===== config.mk =====
export PLATFORM = sky130hd
export DESIGN_NAME = attack_coord_encoder_flat
export DESIGN_NICKNAME = d
export VERILOG_FILES = /design/src/rtl/attack_coord_encoder_if.sv /design/src/rtl/attack_coord_encoder.sv /design/src/flat_wrapper.sv
export SDC_FILE = /design/constraint.sdc
export NUM_CORES = 1
export LEC_CHECK = 0
export CORE_MARGIN = 2
export CORE_UTILIZATION = 41
export CTS_CLUSTER_DIAMETER = 40
export CTS_CLUSTER_SIZE = 25
export DETAILED_ROUTE_END_ITERATION = 16
export DONT_BUFFER_PORTS = 1
export SLEW_MARGIN = 20
export SYNTH_ARGS = -nofsm -noshare
export SYNTH_HDL_FRONTEND = slang
export SYNTH_SLANG_ARGS = --single-unit

===== constraint.sdc =====
create_clock -name clock -period 2.21 [get_ports clock]
set_input_delay 0.221 -clock clock [delete_from_list [all_inputs] [get_ports clock]]
set_output_delay 0.221 -clock clock [all_outputs]
set_load 0.01 [all_outputs]

===== src/rtl/attack_coord_encoder_if.sv =====
// Shot-request channel between the attack coordinate encoder (master) and the game core (slave).
// atk_valid/atk_row/atk_col go towards the core; atk_ready and the status strobe come back.
interface attack_coord_encoder_if;
  logic       atk_valid;
  logic       atk_ready;
  logic [2:0] atk_row;
  logic [2:0] atk_col;
  logic       status_vld;
  logic [1:0] status;

  modport master (
    output atk_valid, atk_row, atk_col,
    input  atk_ready, status_vld, status
  );

  modport slave (
    input  atk_valid, atk_row, atk_col,
    output atk_ready, status_vld, status
  );
endinterface


===== src/rtl/attack_coord_encoder.sv =====
// Debounces fire_btn_n, captures row_sw/col_sw on the press and issues one shot; press-to-CHECK is DEBOUNCE_CYCLES+2.
// atk_valid holds until atk_ready, status is taken only while waiting; `REPEAT_CHECK_EN also rejects already-fired cells.
module attack_coord_encoder #(
  parameter int DEBOUNCE_CYCLES = 4,
  parameter int NUM_ROWS        = 7,
  parameter int NUM_COLS        = 5
) (
  input  logic                  clock,
  input  logic                  reset_n,
  input  logic [2:0]            row_sw,
  input  logic [2:0]            col_sw,
  input  logic                  fire_btn_n,
  attack_coord_encoder_if.master atk,
  output logic [1:0]            last_status,
  output logic                  coord_error,
  output logic                  busy,
  output logic [5:0]            shots_fired
);

  localparam int              CNT_W    = $clog2(DEBOUNCE_CYCLES);
  localparam logic [CNT_W-1:0] CNT_LAST = CNT_W'(DEBOUNCE_CYCLES - 1);
  localparam logic [3:0]      ROW_LIM  = 4'(NUM_ROWS);
  localparam logic [3:0]      COL_LIM  = 4'(NUM_COLS);

  typedef enum logic [2:0] {IDLE, CHECK, REQ, WAIT, REJECT, RELEASE} state_t;

  state_t           state;
  logic             btn_s1, btn_s2, btn_db;
  logic [CNT_W-1:0] db_cnt;
  logic             db_flip, press_evt;
  logic             atk_valid_q;
  logic [2:0]       atk_row_q, atk_col_q;
  logic             coord_bad, cell_used;

  assign db_flip   = (btn_s2 != btn_db) && (db_cnt == CNT_LAST);
  assign press_evt = db_flip && !btn_db;

  // Button path resets to "pressed" so a button held through reset must be released before it can fire.
  always_ff @(posedge clock or negedge reset_n) begin
    if (!reset_n) begin
      btn_s1 <= 1'b1;
      btn_s2 <= 1'b1;
      btn_db <= 1'b1;
      db_cnt <= '0;
    end else begin
      btn_s1 <= ~fire_btn_n;
      btn_s2 <= btn_s1;
      if ((btn_s2 == btn_db) || db_flip) db_cnt <= '0;
      else                               db_cnt <= db_cnt + 1'b1;
      if (db_flip) btn_db <= ~btn_db;
    end
  end

  assign coord_bad = ({1'b0, atk_row_q} >= ROW_LIM) || ({1'b0, atk_col_q} >= COL_LIM);

`ifdef REPEAT_CHECK_EN
  localparam int CELLS = NUM_ROWS * NUM_COLS;
  localparam int IDX_W = $clog2(CELLS);

  logic [CELLS-1:0] fired_map;
  logic [IDX_W-1:0] cell_idx;

  assign cell_idx  = IDX_W'(atk_row_q) * IDX_W'(NUM_COLS) + IDX_W'(atk_col_q);
  assign cell_used = !coord_bad && fired_map[cell_idx];

  always_ff @(posedge clock or negedge reset_n) begin
    if (!reset_n)                              fired_map           <= '0;
    else if ((state == WAIT) && atk.status_vld) fired_map[cell_idx] <= 1'b1;
  end
`else
  assign cell_used = 1'b0;
`endif

  always_ff @(posedge clock or negedge reset_n) begin
    if (!reset_n) begin
      state       <= IDLE;
      atk_valid_q <= 1'b0;
      atk_row_q   <= '0;
      atk_col_q   <= '0;
      last_status <= '0;
      coord_error <= 1'b0;
      busy        <= 1'b0;
      shots_fired <= '0;
    end else begin
      case (state)
        IDLE: if (press_evt) begin
          atk_row_q <= row_sw;
          atk_col_q <= col_sw;
          busy      <= 1'b1;
          state     <= CHECK;
        end
        CHECK: if (coord_bad || cell_used) begin
          state <= REJECT;
        end else begin
          atk_valid_q <= 1'b1;
          coord_error <= 1'b0;
          state       <= REQ;
        end
        REQ: if (atk.atk_ready) begin
          atk_valid_q <= 1'b0;
          state       <= WAIT;
        end
        WAIT: if (atk.status_vld) begin
          last_status <= atk.status;
          if (shots_fired != 6'd63) shots_fired <= shots_fired + 6'd1;
          state <= RELEASE;
        end
        REJECT: begin
          coord_error <= 1'b1;
          state       <= RELEASE;
        end
        RELEASE: if (!btn_db) begin
          busy  <= 1'b0;
          state <= IDLE;
        end
        default: begin
          atk_valid_q <= 1'b0;
          busy        <= 1'b0;
          state       <= IDLE;
        end
      endcase
    end
  end

  assign atk.atk_valid = atk_valid_q;
  assign atk.atk_row   = atk_row_q;
  assign atk.atk_col   = atk_col_q;

endmodule


===== src/flat_wrapper.sv =====
// flat-port wrapper written by rule: the top's interface ports become plain ports
module attack_coord_encoder_flat 
#(
  parameter int DEBOUNCE_CYCLES = 4,
  parameter int NUM_ROWS        = 7,
  parameter int NUM_COLS        = 5
)
  (clock, reset_n, row_sw, col_sw, fire_btn_n, last_status, coord_error, busy, shots_fired, atk_atk_valid, atk_atk_row, atk_atk_col, atk_atk_ready, atk_status_vld, atk_status);
  attack_coord_encoder_if atk_i ();
  input  logic clock;
  input  logic reset_n;
  input  logic [2:0] row_sw;
  input  logic [2:0] col_sw;
  input  logic fire_btn_n;
  output logic [1:0] last_status;
  output logic coord_error;
  output logic busy;
  output logic [5:0] shots_fired;
  output wire logic [$bits(atk_i.atk_valid)-1:0] atk_atk_valid;
  output wire logic [$bits(atk_i.atk_row)-1:0] atk_atk_row;
  output wire logic [$bits(atk_i.atk_col)-1:0] atk_atk_col;
  input wire logic [$bits(atk_i.atk_ready)-1:0] atk_atk_ready;
  input wire logic [$bits(atk_i.status_vld)-1:0] atk_status_vld;
  input wire logic [$bits(atk_i.status)-1:0] atk_status;
  assign atk_atk_valid = atk_i.atk_valid;
  assign atk_atk_row = atk_i.atk_row;
  assign atk_atk_col = atk_i.atk_col;
  assign atk_i.atk_ready = atk_atk_ready;
  assign atk_i.status_vld = atk_status_vld;
  assign atk_i.status = atk_status;
  attack_coord_encoder #(.DEBOUNCE_CYCLES(DEBOUNCE_CYCLES), .NUM_ROWS(NUM_ROWS), .NUM_COLS(NUM_COLS)) u_core (.clock(clock), .reset_n(reset_n), .row_sw(row_sw), .col_sw(col_sw), .fire_btn_n(fire_btn_n), .atk(atk_i), .last_status(last_status), .coord_error(coord_error), .busy(busy), .shots_fired(shots_fired));
endmodule

Word level (Yosys, flattened, before mapping)
Cells that the tools add are included.
{"block": "classes", "magnitude_cmp": 2, "eq_ne": 14, "n_reduce_logical": 16, "n_addsub": 2, "muxes": 15, "bitwise_logic": 4}
{"cell": "3-bit case mux with 6 select lines", "n": 1}
{"cell": "3-bit two-way mux", "n": 5}
{"cell": "3-bit AND reduction", "n": 3}
{"cell": "2-bit != test (second input constant)", "n": 4}
{"cell": "4-bit OR reduction", "n": 2}
{"cell": "6-bit by 1-bit adder with 6-bit output (second input constant)", "n": 1}
{"cell": "3-bit by 2-bit == test with 1-bit output (second input constant)", "n": 2}
{"cell": "3-bit == test (second input constant)", "n": 2}
{"cell": "3-bit greater-or-equal comparator (second input constant)", "n": 2}
{"cell": "6-bit != test (second input constant)", "n": 1}
{"cell": "1-bit case mux with 3 select lines", "n": 2}
{"cell": "2-bit AND reduction", "n": 3}
{"cell": "1-bit two-way mux", "n": 5}
{"cell": "1-bit NOT", "n": 4}
{"cell": "4-bit AND reduction", "n": 1}
{"cell": "3-bit by 1-bit == test with 1-bit output (second input constant)", "n": 1}
{"cell": "3-bit logical NOT", "n": 1}
{"cell": "2-bit by 1-bit adder with 2-bit output (second input constant)", "n": 1}
{"cell": "2-bit == test (second input constant)", "n": 1}
{"cell": "1-bit logical AND", "n": 2}
{"cell": "1-bit logical OR", "n": 2}
{"cell": "2-bit two-way mux", "n": 1}
{"cell": "2-bit by 1-bit != test with 1-bit output (second input constant)", "n": 1}
{"cell": "1-bit case mux with 2 select lines", "n": 1}
{"cell": "4 further kinds", "n": 4}
{"block": "word_totals", "word_cells": 65, "input_bits": 13, "output_inout_bits": 17, "reg_bits": 25}

Logic depth before layout (Yosys ltp)
{"block": "logic_depth", "word_depth": 5, "depth_mapped": 5, "depth_no_buf": 4}

Least setup slack after synthesis
No wires, ideal clock.
{"block": "synth_path", "kind": "flip-flop to flip-flop", "from": "register u_core.db_cnt[0]", "to": "register u_core.atk_col_q[0], in the netlist u_core.atk.atk_col[0]", "synth_period_minus_slack_ns": 1.385, "arrival_ns": 1.258, "stages_incl_launch_ff": 5, "slack_ns": 0.825, "setup_time_ns": 0.128, "required_time_ns": 2.082, "n_path_buf": 0, "cell_sequence": "dfrtp_1 -> ha_1 -> and3b_1 -> nand4_4 -> mux2_1"}
{"block": "synth_via", "elab_chain_len": 4}
{"element": "start: declaration", "line_no": "attack_coord_encoder.sv:29", "source": "logic [CNT_W-1:0] db_cnt;"}
{"element": "start signal: assignment", "line_no": "attack_coord_encoder.sv:49", "source": "else db_cnt <= db_cnt + 1'b1;"}
{"element": "2-bit == test", "line_no": "attack_coord_encoder.sv:35", "source": "assign db_flip = (btn_s2 != btn_db) && (db_cnt == CNT_LAST);"}
{"element": "1-bit logical AND", "line_no": "attack_coord_encoder.sv:35"}
{"element": "1-bit logical AND", "line_no": "attack_coord_encoder.sv:36", "source": "assign press_evt = db_flip && !btn_db;"}
{"element": "2-bit AND reduction (no line)"}
{"element": "end signal: assignment", "line_no": "attack_coord_encoder.sv:88", "source": "atk_col_q <= col_sw;"}
{"element": "end: declaration", "line_no": "attack_coord_encoder.sv:32", "source": "logic [2:0] atk_row_q, atk_col_q;"}
No other way between the ends.
A chain may end at the register's enable or synchronous reset.

Worst setup path in the final report
{"block": "layout_path", "from": "register u_core.state[2]", "to": "register u_core.shots_fired[3]"}
{"block": "layout_via", "elab_chain_len": 2}
{"element": "start: declaration", "line_no": "attack_coord_encoder.sv:27", "source": "state_t state;"}
{"element": "start signal: assignment", "line_no": "attack_coord_encoder.sv:76", "source": "state <= IDLE;"}
{"element": "start signal: assignment", "line_no": "attack_coord_encoder.sv:90", "source": "state <= CHECK;"}
{"element": "start signal: assignment", "line_no": "attack_coord_encoder.sv:93", "source": "state <= REJECT;"}
{"element": "3-bit by 2-bit == test with 1-bit output", "line_no": "attack_coord_encoder.sv:85", "source": "case (state)"}
{"element": "3-bit AND reduction (no line)"}
{"element": "end signal: assignment", "line_no": "attack_coord_encoder.sv:105", "source": "if (shots_fired != 6'd63) shots_fired <= shots_fired + 6'd1;"}
{"element": "end: declaration", "line_no": "attack_coord_encoder.sv:17", "source": "output logic [5:0] shots_fired"}
No other way between the ends.

==> impl_results.html <==
<table>
<tr><th>Metric</th><th>Value</th></tr>
<tr><th colspan="2">Status</th></tr>
<tr><td>Run status</td><td>completed</td></tr>
<tr><th colspan="2">Power</th></tr>
<tr><td>Reported net switching power</td><td>0.5711 mW</td></tr>
<tr><td>Part of the power in registers</td><td>61.2%</td></tr>
<tr><td>VDD IR max</td><td>0.6884 mV</td></tr>
<tr><td>Cell internal power dissipation</td><td>0.9031 mW</td></tr>
<tr><td>Proportion of power drawn by combinational gates</td><td>25.3%</td></tr>
<tr><td>Reported leakage power</td><td>0.5352 nW</td></tr>
<tr><td>Clock network fraction of total power</td><td>13.5%</td></tr>
<tr><td>Switching share of total power</td><td>38.74%</td></tr>
<tr><td>Power Dens Cells</td><td>1171 nW/um2</td></tr>
<tr><th colspan="2">Yosys</th></tr>
<tr><td>Sequential element share of the synthesized area</td><td>between 50% and 60%</td></tr>
<tr><td>Number of distinct library cell variants in the gate-level netlist after synthesis</td><td>34</td></tr>
<tr><td>Largest family of logic cells by synthesized area</td><td>multiplexers</td></tr>
<tr><td>Post-synthesis register bit count</td><td>25</td></tr>
<tr><td>Primary flip-flop cell chosen by synthesis mapping</td><td>sky130_fd_sc_hd__dfrtp_1</td></tr>
<tr><td>Number of synthesized flops with an enable pin</td><td>0</td></tr>
<tr><td>Area share of xor/xnor cells in the synthesized design</td><td>1.552%</td></tr>
<tr><td>Mapped Nets</td><td>roughly 110</td></tr>
<tr><td>Synthesized area divided by synthesized cell count</td><td>12.54 um2</td></tr>
<tr><td>Multiplexer fraction of the synthesized cell area</td><td>~13%</td></tr>
<tr><td>Share of synthesized flip-flops with an asynchronous set or reset</td><td>100.0%</td></tr>
<tr><td>Cells after synthesis</td><td>90</td></tr>
<tr><td>Area fraction in compound gates after synthesis</td><td>about an eighth</td></tr>
<tr><td>Ys Warns</td><td>0</td></tr>
<tr><td>Area of the mapped netlist</td><td>1129 um2</td></tr>
<tr><td>Simple-gate area share of the yosys netlist</td><td>12.64%</td></tr>
<tr><td>Adder and majority gate portion of the synthesized area</td><td>2.217%</td></tr>
<tr><th colspan="2">STA</th></tr>
<tr><td>Clock skew</td><td>0.003532 ns</td></tr>
<tr><td>Setup repair after global routing missed its margin</td><td>false</td></tr>
<tr><td>Time the final worst path needs with I/O delays and setup</td><td>1.570 ns</td></tr>
<tr><td>Highest Clock Rate</td><td>around 640 MHz</td></tr>
<tr><td>Max-slew violations</td><td>0</td></tr>
<tr><td>Part of the cycle the worst path needs</td><td>71.05%</td></tr>
<tr><td>Final setup violating endpoints</td><td>0</td></tr>
<tr><td>Setup Total Neg Slack</td><td>0 ns</td></tr>
<tr><td>Total count of hold-check failures in the final report</td><td>0</td></tr>
<tr><td>Slew at the pin with the worst max-slew slack</td><td>approximately 0.35 ns</td></tr>
<tr><td>Worst slew margin</td><td>between 70% and 80%</td></tr>
<tr><th colspan="2">Placed design</th></tr>
<tr><td>Count of port buffers added during placement</td><td>0</td></tr>
<tr><td>Half-perimeter wire length of the detailed placement result</td><td>1387 um</td></tr>
<tr><td>Post-detailed-placement cell area</td><td>1152 um2</td></tr>
<tr><td>Final weighted congestion in routability-driven placement</td><td>0.7544</td></tr>
<tr><th colspan="2">Setup path</th></tr>
<tr><td>Nature of the critical path startpoint</td><td>register</td></tr>
<tr><td>Crit Path Class</td><td>register to register</td></tr>
<tr><td>Arrival time worst endpoint</td><td>between 1.5 and 2 ns</td></tr>
<tr><td>Critical Path RT</td><td>2.42 ns</td></tr>
<tr><td>Critical Path End Type</td><td>register</td></tr>
<tr><td>Worst-path maximum fanout</td><td>8</td></tr>
<tr><th colspan="2">Global routing</th></tr>
<tr><td>Largest net degree at the start of global routing</td><td>26</td></tr>
<tr><td>GRT Util Overall</td><td>13.51%</td></tr>
<tr><td>Sum of overflow across all layers after global routing</td><td>0</td></tr>
<tr><td>Vias in the first global route</td><td>706</td></tr>
<tr><td>Number of antenna violations at the first check in global routing</td><td>0</td></tr>
<tr><td>Global-route wire length before repair</td><td>3312 um</td></tr>
<tr><th colspan="2">CTS</th></tr>
<tr><td>Later-pin clock latency in the skew report</td><td>0.31 ns</td></tr>
<tr><td>Clock tree root buffer cell</td><td>sky130_fd_sc_hd__clkbuf_4</td></tr>
<tr><td>TritonCTS Sinks</td><td>25</td></tr>
<tr><td>Cts repair resizes</td><td>0</td></tr>
<tr><td>Clock buffer count from CTS</td><td>3</td></tr>
<tr><td>Number of buffers inserted to repair setup after CTS</td><td>0</td></tr>
<tr><td>Deepest level of the CTS H-tree</td><td>1</td></tr>
<tr><td>Reg clk slew, reported paths</td><td>between 0.1 and 0.15 ns</td></tr>
<tr><td>Worst-case clock buffer depth</td><td>2</td></tr>
<tr><td>Clock tree from TritonCTS</td><td>built</td></tr>
<tr><td>Hold buffer count at cts</td><td>4</td></tr>
<tr><th colspan="2">Job</th></tr>
<tr><td>Max-cap violations</td><td>0</td></tr>
<tr><th colspan="2">Routing</th></tr>
<tr><td>Final routed DRC violation total</td><td>0</td></tr>
<tr><td>Detail-routed via count per cell</td><td>approximately 5.7</td></tr>
<tr><td>Antenna Violating Nets Remaining</td><td>0</td></tr>
<tr><td>Aggregate routed wire length</td><td>about 2000 um</td></tr>
<tr><td>Avg WL per Cell</td><td>15.05 um</td></tr>
<tr><td>DR pass1 iterations</td><td>2</td></tr>
<tr><td>Drt first-iter violations</td><td>26</td></tr>
<tr><td>Vias post-DR</td><td>738</td></tr>
<tr><th colspan="2">Final layout</th></tr>
<tr><td>Post-layout net count</td><td>~120</td></tr>
<tr><td>Post-route cell area</td><td>1259 um2</td></tr>
<tr><td>Total inserted antenna cells</td><td>0</td></tr>
<tr><td>Area growth from synthesis to layout</td><td>11.53%</td></tr>
<tr><td>Proportion of layout cells with a drive suffix above 1</td><td>10.10%</td></tr>
<tr><th colspan="2">Floorplanning</th></tr>
<tr><td>I/O pin count</td><td>30</td></tr>
<tr><td>Area of the placeable core</td><td>around 2700 um2</td></tr>
<tr><td>Std cell rows</td><td>19</td></tr>
<tr><td>Die height</td><td>~56 um</td></tr>
<tr><td>Starting density of the core</td><td>around 42%</td></tr>
<tr><td>Die ar.</td><td>3188 um2</td></tr>
<tr><td>Die width</td><td>roughly 56 um</td></tr>
<tr><th colspan="2">Hold path</th></tr>
<tr><td>Classification of the worst-slack hold path</td><td>input port to register</td></tr>
</table>
[Yosys cell counts (3+ instances only)]
cell type                   n  area (um2)
sky130_fd_sc_hd__dfrtp_1   22       550.5
sky130_fd_sc_hd__dfstp_2    3       78.83
sky130_fd_sc_hd__inv_1      5       18.77
sky130_fd_sc_hd__mux2_1    12       135.1
sky130_fd_sc_hd__nand2_1    3       11.26
sky130_fd_sc_hd__nand2b_1   3       18.77
sky130_fd_sc_hd__nand3_1    3       15.01
sky130_fd_sc_hd__nand4_1    3       18.77
[worst paths after layout]
path                       depth (start not counted)  slack [ns]                   startpoint                                 to
setup reg to reg                                   3        0.64  u_core.state[2]$_DFFE_PN0P_  u_core.shots_fired[3]$_DFFE_PN0P_
min in group asynchronous                          2        0.33                      reset_n  u_core.shots_fired[5]$_DFFE_PN0P_
max in group asynchronous                          2        1.65                      reset_n          u_core.btn_db$_DFFE_PN1N_
hold reg to reg                                    0        0.37      u_core.btn_s1$_DFF_PN1_            u_core.btn_s2$_DFF_PN1_
setup / recovery                                   3        0.64  u_core.state[2]$_DFFE_PN0P_  u_core.shots_fired[3]$_DFFE_PN0P_
hold / removal                                     1        0.03                    col_sw[0]  u_core.atk.atk_col[0]$_DFFE_PN0P_
[placed cells by master (no fill, tap or decap), drive strengths merged, types with 2 or more instances in the layout]
master | netlist | final
nand2 | 3 | 3
dlygate4sd3 | 0 | 6
ha | 2 | 2
dfstp | 3 | 3
inv | 5 | 5
xnor2 | 2 | 2
nand4 | 4 | 4
clkbuf | 0 | 4
and3 | 2 | 2
dfrtp | 22 | 22
mux2 | 13 | 13
nand3 | 3 | 3
o21ai | 5 | 5
nor2 | 2 | 2
a31oi | 2 | 2
o211ai | 2 | 2
a21oi | 2 | 2
nand2b | 3 | 3
[sequential cells by signal, summed over array words and instances, names as in the netlist]
signal and cells:
u_core.btn_db 1, u_core.last_status 2, u_core.busy 1, u_core.atk.atk_col 3
u_core.btn_s1 1, u_core.state 3, u_core.shots_fired 6, u_core.atk.atk_row 3
u_core.coord_error 1, u_core.btn_s2 1, u_core.atk.atk_valid 1, u_core.db_cnt 2
[cell type report]
cell class | instances | area (um2)
multi-input cells | 58 | 465.4
well taps | 31 | 38.79
repair buffers | 7 | 80.08
fillers | 259 | 1428
inverters | 5 | 18.77
flip-flops and latches | 25 | 629.4
clock buffers | 4 | 26.28
[power by group through the flow]
stage	combinational [mW]	clock, mW	sequential (mW)
after global routing	0.430	0.232	0.933
final	0.373	0.199	0.902
after detailed placement	0.356	0	0.913
after global placement	0.340	0	0.901
after CTS	0.374	0.215	0.904
after floorplan	0.328	0	0.843
[worst max-delay path, stage by stage (launching register included)]
cell and delay (ns):
sky130_fd_sc_hd__dfrtp_1 0.49, sky130_fd_sc_hd__and4b_1 0.50, sky130_fd_sc_hd__nand4_1 0.15, sky130_fd_sc_hd__mux2_1 0.33
[kinds of logic after synthesis]
group | after synthesis
DFF | 25
AOI/OAI and AO/OA | 19
xor gates and xnor gates | 2
adders and majority gates | 2
and+or+nand+nor | 22
buffers and inverters | 7
muxes | 13
[per-layer routing]
layer	vias to the layer above	routed length, um	GRT usage [%]
met3	2	182	7.143
met1	354	816	16.82
met2	24	933	20.27
met5	-	0	0
met4	0	24	4.082
li1	358	-	-
[stage by stage]
step                utilization [%]  power (mW)  hold slack [ns]  worst slack [ns]  std cells
finish                        46.86       1.474          0.03069            0.6397        130
global route                  46.86       1.595        0.0001348            0.5281        130
CTS                           45.74       1.493          0.01251            0.6171        127
detailed placement            42.90       1.269         -0.07400            0.6383        119
global placement              42.90       1.241         -0.07404            0.6962        119
floorplan                         -       1.171         -0.07459            0.8245         90
(Power assumes the default switching activity.)
